`config.mk`:
```
export PLATFORM = sky130hd
export DESIGN_NAME = noc_output_arbiter
export DESIGN_NICKNAME = d
export VERILOG_FILES = /design/src/rtl/noc_output_arbiter.sv
export SDC_FILE = /design/constraint.sdc
export NUM_CORES = 1
export LEC_CHECK = 0
export CORE_AREA = 3 3 115 117
export CTS_BUF_LIST = sky130_fd_sc_hd__clkbuf_8
export DETAILED_ROUTE_END_ITERATION = 8
export DIE_AREA = 0 0 118 120
export PLACE_DENSITY = 0.52
export SLEW_MARGIN = 0
export SYNTH_ARGS = -nofsm -noshare
export SYNTH_HDL_FRONTEND = slang
export SYNTH_SLANG_ARGS = --single-unit
```
`constraint.sdc`:
```
create_clock -name clk -period 7.1 [get_ports clk]
set_input_delay 1.42 -clock clk [delete_from_list [all_inputs] [get_ports clk]]
set_output_delay 1.42 -clock clk [all_outputs]
set_load 0.1 [all_outputs]
```
`src/rtl/noc_output_arbiter.sv`:
```
// Per-output-port switch allocator: round-robin grant with wormhole locking,
// credit-based flow control toward the downstream queue, and a registered output flit.
module noc_output_arbiter #(
    parameter int unsigned NUM_IN  = 5,
    parameter int unsigned DW      = 16,
    parameter int unsigned CREDITS = 4
) (
    input  logic                 clk,
    input  logic                 rst,
    input  logic [NUM_IN-1:0]    req_i,
    input  logic [NUM_IN-1:0]    en_i,
    input  logic [NUM_IN*DW-1:0] data_i,
    output logic [NUM_IN-1:0]    pop_o,
    output logic [DW-1:0]        data_o,
    output logic                 valid_o,
    input  logic                 credit_ret_i
);
    localparam int unsigned PW = (NUM_IN > 1) ? $clog2(NUM_IN) : 1;
    localparam int unsigned CW = $clog2(CREDITS + 1);

    typedef enum logic {StIdle, StLocked} state_e;

    state_e            state_q, state_d;
    logic [PW-1:0]     rr_ptr_q, rr_ptr_d;
    logic [PW-1:0]     lock_idx_q, lock_idx_d;
    logic [CW-1:0]     credit_cnt_q, credit_cnt_d;
    logic [NUM_IN-1:0] eligible;
    logic              send_ok, found, grant, grant_tail;
    logic [PW-1:0]     grant_idx, next_idx;
    logic [DW-1:0]     grant_flit;

    assign eligible   = req_i & en_i;
    assign send_ok    = (credit_cnt_q != '0);
    assign grant      = found && send_ok;
    assign grant_flit = data_i[grant_idx*DW +: DW];
    assign grant_tail = grant_flit[DW-1];
    assign next_idx   = (grant_idx == PW'(NUM_IN - 1)) ? '0 : grant_idx + 1'b1;

    // Candidate selection: rotating search when idle, only the locked queue mid-packet.
    always_comb begin
        found     = 1'b0;
        grant_idx = '0;
        if (state_q == StIdle) begin
            for (int unsigned i = 0; i < NUM_IN; i++) begin
                if (!found && eligible[(32'(rr_ptr_q) + i) % NUM_IN]) begin
                    found     = 1'b1;
                    grant_idx = PW'((32'(rr_ptr_q) + i) % NUM_IN);
                end
            end
        end else begin
            found     = eligible[lock_idx_q];
            grant_idx = lock_idx_q;
        end
    end

    always_comb begin
        state_d    = state_q;
        rr_ptr_d   = rr_ptr_q;
        lock_idx_d = lock_idx_q;
        case (state_q)
            StIdle: begin
                if (grant) begin
                    if (grant_tail) begin
                        rr_ptr_d = next_idx;
                    end else begin
                        state_d    = StLocked;
                        lock_idx_d = grant_idx;
                    end
                end
            end
            StLocked: begin
                if (grant && grant_tail) begin
                    state_d  = StIdle;
                    rr_ptr_d = next_idx;
                end
            end
            default: state_d = StIdle;
        endcase
    end

    always_comb begin
        pop_o = '0;
        if (grant && !rst) begin
            pop_o[grant_idx] = 1'b1;
        end
    end

    // A return at full credit is dropped; the zero-credit check already used the old count.
    always_comb begin
        credit_cnt_d = credit_cnt_q;
        if (grant && !credit_ret_i) begin
            credit_cnt_d = credit_cnt_q - 1'b1;
        end else if (!grant && credit_ret_i && credit_cnt_q != CW'(CREDITS)) begin
            credit_cnt_d = credit_cnt_q + 1'b1;
        end
    end

    always_ff @(posedge clk) begin
        if (rst) begin
            state_q      <= StIdle;
            rr_ptr_q     <= '0;
            lock_idx_q   <= '0;
            credit_cnt_q <= CW'(CREDITS);
            valid_o      <= 1'b0;
            data_o       <= '0;
        end else begin
            state_q      <= state_d;
            rr_ptr_q     <= rr_ptr_d;
            lock_idx_q   <= lock_idx_d;
            credit_cnt_q <= credit_cnt_d;
            valid_o      <= grant;
            if (grant) begin
                data_o <= grant_flit;
            end
        end
    end

endmodule

```
After elaboration in Yosys (flattened, before gate mapping)
Cells that the tools add are included.
- flip-flop bits (word level): 27
- input bits: 93
- output and inout port bits: 22
- word-level logic and storage cells: 99
- add/sub/neg operators: 7
- div/mod/pow operators: 5
- magnitude comparators: 8
- equal/unequal tests: 5
- shift operators: 1
- mux-type cells: 42
- bitwise operators: 3
- reduce and logical (&&, ||, !) cells: 22
- operator list (cell ; count):
    32-bit by 4-bit less-than comparator with 1-bit output, second input constant ; 5
    32-bit by 3-bit modulo with 32-bit output, second input constant ; 4
    80-bit by 8-bit variable part select with 16-bit output ; 1
    3-bit 2-to-1 mux ; 12
    3-bit by 3-bit modulo with 32-bit output, second input constant ; 1
    1-bit 2-to-1 mux ; 20
    1-bit binary-select mux with 3-bit select ; 6
    1-bit logical AND ; 11
    3-bit by 2-bit adder with 4-bit output, second input constant ; 2
    3-bit by 4-bit less-than comparator with 1-bit output, second input constant ; 2
    1-bit logical NOT ; 7
    3-bit by 1-bit adder with 3-bit output, second input constant ; 2
    3-bit one-hot mux with 2 select lines ; 1
    3-bit AND reduction ; 2
    5-bit AND ; 1
    5-bit 2-to-1 mux ; 1
    3-bit by 1-bit adder with 4-bit output, second input constant ; 1
    3-bit by 3-bit adder with 4-bit output, second input constant ; 1
    2-bit != test, second input constant ; 2
    1-bit demux with 3-bit select ; 1
    3-bit == test, second input constant ; 1
    3-bit by 1-bit greater-or-equal comparator with 1-bit output, second input constant ; 1
    3-bit != test, second input constant ; 1
    3-bit nonzero test ; 1
    5 further kinds ; 6

Depth between registers and ports, before layout
- depth after elaboration: 27
- gate-level depth with buffers: 24
- gate-level depth less buffers: 23

Worst setup path after synthesis
Ideal clock, no wire load.
- path type: register to output
- start: register rr_ptr_q[0]
- end: output port pop_o[0]
- data arrival time: 5088 ps
- data required time: 5680 ps
- path slack: 592 ps
- cell stages (with the launch flop): 20
- buffers on the path: 1
- path through: dfxtp_1 buf_4 inv_4 ha_1 inv_1 ha_1 inv_1 ha_1 inv_1 ha_1 nand2b_1 a21oi_1 a211o_1 mux2i_1 a221oi_2 or2_1 mux2_4 o221ai_4 nand3_1 nor2_1
- cells in the longest elaborated chain, start to end: 26
- elaborated cells between the ends (all ways): 51
- classes of those cells: 4 x add/sub; 5 x div; 2 x order compare; 29 x mux; 11 x reduce/logical
- RTL lines (item ; RTL line ; text):
    start, declared ; 24 ; logic [PW-1:0] rr_ptr_q, rr_ptr_d;
    start signal, assigned ; 108 ; rr_ptr_q <= rr_ptr_d;
    branches (longest 25 deep; another with 32-bit by 3-bit modulo with 32-bit output) ; n/a ;
    5-bit 2-to-1 mux * ; 83 ; if (grant && !rst) begin
    end, declared ; 13 ; output logic [NUM_IN-1:0] pop_o,
Mark *: on every way between the ends. The select of a mux whose other input is x is not followed.

Final worst setup path
- start: register rr_ptr_q[1]
- end: output port pop_o[2]
The elaborated chain is that of the path after synthesis.

==> flow_metrics.tcl <==
set metrics [dict create \
    die_w_um 118 \
    ys_types 85 \
    root_buffer "clkbuf_8" \
    critPathRequiredTime_ns 5.68 \
    clk_latency_ns 0.28 \
    start_util 0.2946 \
    holdPathStages 2 \
    rsz0062_at_grt "false" \
    syn_avg_cell_area_sq_um 7.864 \
    worstSetupPathDepth 19 \
    clock_sinks 27 \
    cts_inserted_buffers 3 \
    grt_pass1_vias 3969 \
    hp-start "data_o[8]$_SDFFE_PP0P_" \
    worstReg2RegStart "rr_ptr_q[1]$_SDFFE_PP0P_" \
    path_class "flip-flop to output pin" \
    synth-main-ff-cell "dfxtp_1" \
    synth.net_count 578 \
    area_delta_synth_final_pct 37.89 \
    r2r_slack_ns 1.61 \
    status "finished, final reports clean" \
    crit_buf_inv 5 \
    ys_seq_area_frac 0.1472 \
    finalSetupViolations 0 \
    critical-path-top-delay-family "simple AND/OR/NAND/NOR gates" \
    yosys_warnings 0 \
    wl_um 13180 \
    r2r_cells 21 \
    routed-via-count 4042 \
    slew_viol_final 0 \
    ir_drop_uv 282.4 \
    netlist_area_sq_um 3672 \
    regToRegEndpoint "data_o[12]$_SDFFE_PP0P_" \
    antenna_cells 0 \
    path_cells "inv_1 > ha_1 > inv_1 > ha_1 > inv_1 > ha_1 > inv_1 > ha_1 > nand2b_1 > a21oi_1 > o21ai_0 > o221ai_1 > a221oi_2 > or2_1 > mux2_4 > o221ai_4 > nor2_2 > and3_1 > buf_12" \
    postCtsHoldBufs 0 \
    hpwl_um 10350 \
    firstDrtPassIters 5 \
    power_density_nw_per_um2 547.7 \
    cts.repair.resized 0 \
    overflow 0 \
    fmaxAchievable_ghz 0.1537 \
    crit_path_end_kind "output pin" \
    arrival_ns 5.08 \
    min_to "data_o[8]$_SDFFE_PP0P_" \
    syn-instance-count 467 \
    port-buffer-count 114 \
    htreeDepth 1 \
    grt_pass1_wl_um 21000 \
    startpoint_type "flip-flop" \
    clkTransAtPathRegs_ns 0.10 \
    antenna_found_initial 0 \
    cp_slowest_cell "dfxtp_2" \
    gp_congestion 0.8671 \
    grtUsageTotal 0.1795 \
    die_area_sq_um 14160 \
    io_pins 115 \
    drc 0 \
    drt-initial-drc-count 224 \
    worstMarginPinSlew_ns 1.033 \
    die_y_um 120 \
    drive_above_1_share 0.1307 \
    fin_crit_sh 0.9162 \
    row_count 41 \
    grt_max_degree 39 \
    cp_slowest_stage_delay_ns 0.52 \
    avgViaCountPerCell 5.477 \
    synth-edff-count 0 \
    ys_ff_latch 27 \
    routedWlPerCell_um 17.85 \
    final_antenna_net_count 0 \
    finalHoldViolations 0 \
    cap_violations 0 \
    core_sq_um 12470 \
    crit_fanout 15 \
    finClkSkew_ns 0.009882 \
    cts_max_path_buffers 2 \
    p_leak_nw 1.846 \
    finalCriticalPeriod_ns 6.505 \
    whs_ns 0.5009 \
    cts_tree "built" \
    holdCritPathClass "flip-flop to flip-flop" \
    async_reset_ff_frac 0 \
    setup_tns_ns 0 \
    relSlewSlack 0.3091 \
    final_nets 678 \
    post-cts-setup-buffers 0 \
]
## per-stage QoR
step	util	cells	worst slack, ns	total power, mW	area (sq um)
global placement	0.4022	734	0.7032	2.659	5014
global route	0.4062	738	0.2288	3.006	5064
detailed placement	0.4022	734	0.5364	2.672	5014
floorplan	-	467	0.5917	2.115	3672
finish	0.4062	738	0.5953	2.773	5064
CTS	0.4059	738	0.2026	2.774	5060
## per-layer routing
layer	up-vias	wire [um]	global-route usage
met5	-	0	0
met4	0	85	0.02418
met3	6	662	0.02875
met2	109	6175	0.2986
met1	1928	6252	0.2514
li1	1999	-	-
## synthesized netlist by cell type (all sizes together) (4+ instances only)
cell type	n	area (sq um)
xnor2	7	68.82
nand2	32	120.1
nor3	15	80.08
mux2i	18	180.2
a32oi	4	53.81
a211o	6	52.55
nand3	24	120.1
mux2	9	108.9
o211ai	12	95.09
o22ai	4	25.02
o21ai	24	120.1
and3	5	31.28
dfxtp	27	540.5
buf	16	87.59
o22a	11	97.59
inv	20	82.58
ha	17	212.7
a311oi	14	185.2
nand2b	10	70.06
or2	4	25.03
clkbuf	12	45.04
a31oi	4	25.02
o2bb2ai	4	41.29
a22oi	22	215.2
a21oi	28	151.4
nor2	46	196.4
nand3b	6	45.04
and2	7	43.79
o221ai	4	52.56
a211oi	5	42.54
## placed cells by master (no fill, tap or decap), drive strengths merged, types with 7 or more instances in the layout
cell,synthesis,final
nor2,46,46
a311oi,14,14
o22a,11,11
inv,20,20
ha,17,17
mux2,9,9
a21oi,28,28
o211ai,12,12
mux2i,18,18
clkdlybuf4s50,0,109
nand2b,10,10
o21ai,24,24
and2,7,7
nor3,15,15
a22oi,22,22
xnor2,7,7
dfxtp,27,27
nand3,24,24
buf,16,14
nand2,32,32
## registers in the layout, indices dropped and copies added (netlist names)
signal        flops
rr_ptr_q          3
state_q           1
lock_idx_q        3
credit_cnt_q      3
data_o           16
valid_o           1
## cell families (layout without fill, tap and decap cells)
group	count (synthesis)	count (layout)	synth area share
AOI/OAI and AO/OA	167	167	0.3782
buffers and inverters	49	148	0.05963
adders and majority gates	18	18	0.06337
and+or+nand+nor	171	171	0.2480
DFF	27	27	0.1472
xor gates and xnor gates	7	7	0.01874
muxes	28	28	0.08484
## worst reg2reg max path, stage by stage (launching register included)
cell      delay (ns)
dfxtp_2         0.52
inv_1           0.21
ha_1            0.26
inv_1           0.06
ha_1            0.27
inv_1           0.16
ha_1            0.17
inv_1           0.04
ha_1            0.25
nand2b_1        0.14
a21oi_1         0.37
a211o_1         0.17
mux2i_1         0.09
a221oi_2        0.41
or2_1           0.23
o211ai_2        0.16
a32oi_4         0.27
buf_4           0.42
and2_1          0.61
a22oi_2         0.08
o22a_1          0.26
a311oi_2        0.24
## worst max-delay path by stage
stage                                        start        to  slack (ns)
final                     rr_ptr_q[1]$_SDFFE_PP0P_  pop_o[2]        0.60
after global routing      rr_ptr_q[1]$_SDFFE_PP0P_  pop_o[2]        0.23
after CTS                 rr_ptr_q[1]$_SDFFE_PP0P_  pop_o[2]        0.20
after detailed placement  rr_ptr_q[1]$_SDFFE_PP0P_  pop_o[3]        0.54
after global placement    rr_ptr_q[1]$_SDFFE_PP0P_  pop_o[2]        0.70
after floorplan           rr_ptr_q[0]$_SDFFE_PP0P_  pop_o[0]        0.59
## power by group
part           leakage, nW  internal, mW  total, mW  switching (mW)
clock               0.0255        0.0394     0.0901          0.0507
combinational         1.60         0.890       2.42            1.53
sequential           0.224         0.213      0.261          0.0480
total                 1.85          1.14       2.77            1.63
## layout make-up
| cell class | instances | area [sq um] |
|---|---|---|
| inverter | 21 | 86.33 |
| tap | 172 | 215.2 |
| clock buffer | 3 | 41.29 |
| timing repair buffer | 123 | 1259 |
| clock inverter | 1 | 5.005 |
| multi-input combinational | 391 | 2915 |
| sequential | 27 | 541.8 |
| fill | 1267 | 7402 |
No activity file was read; power rests on OpenSTA's default activity.
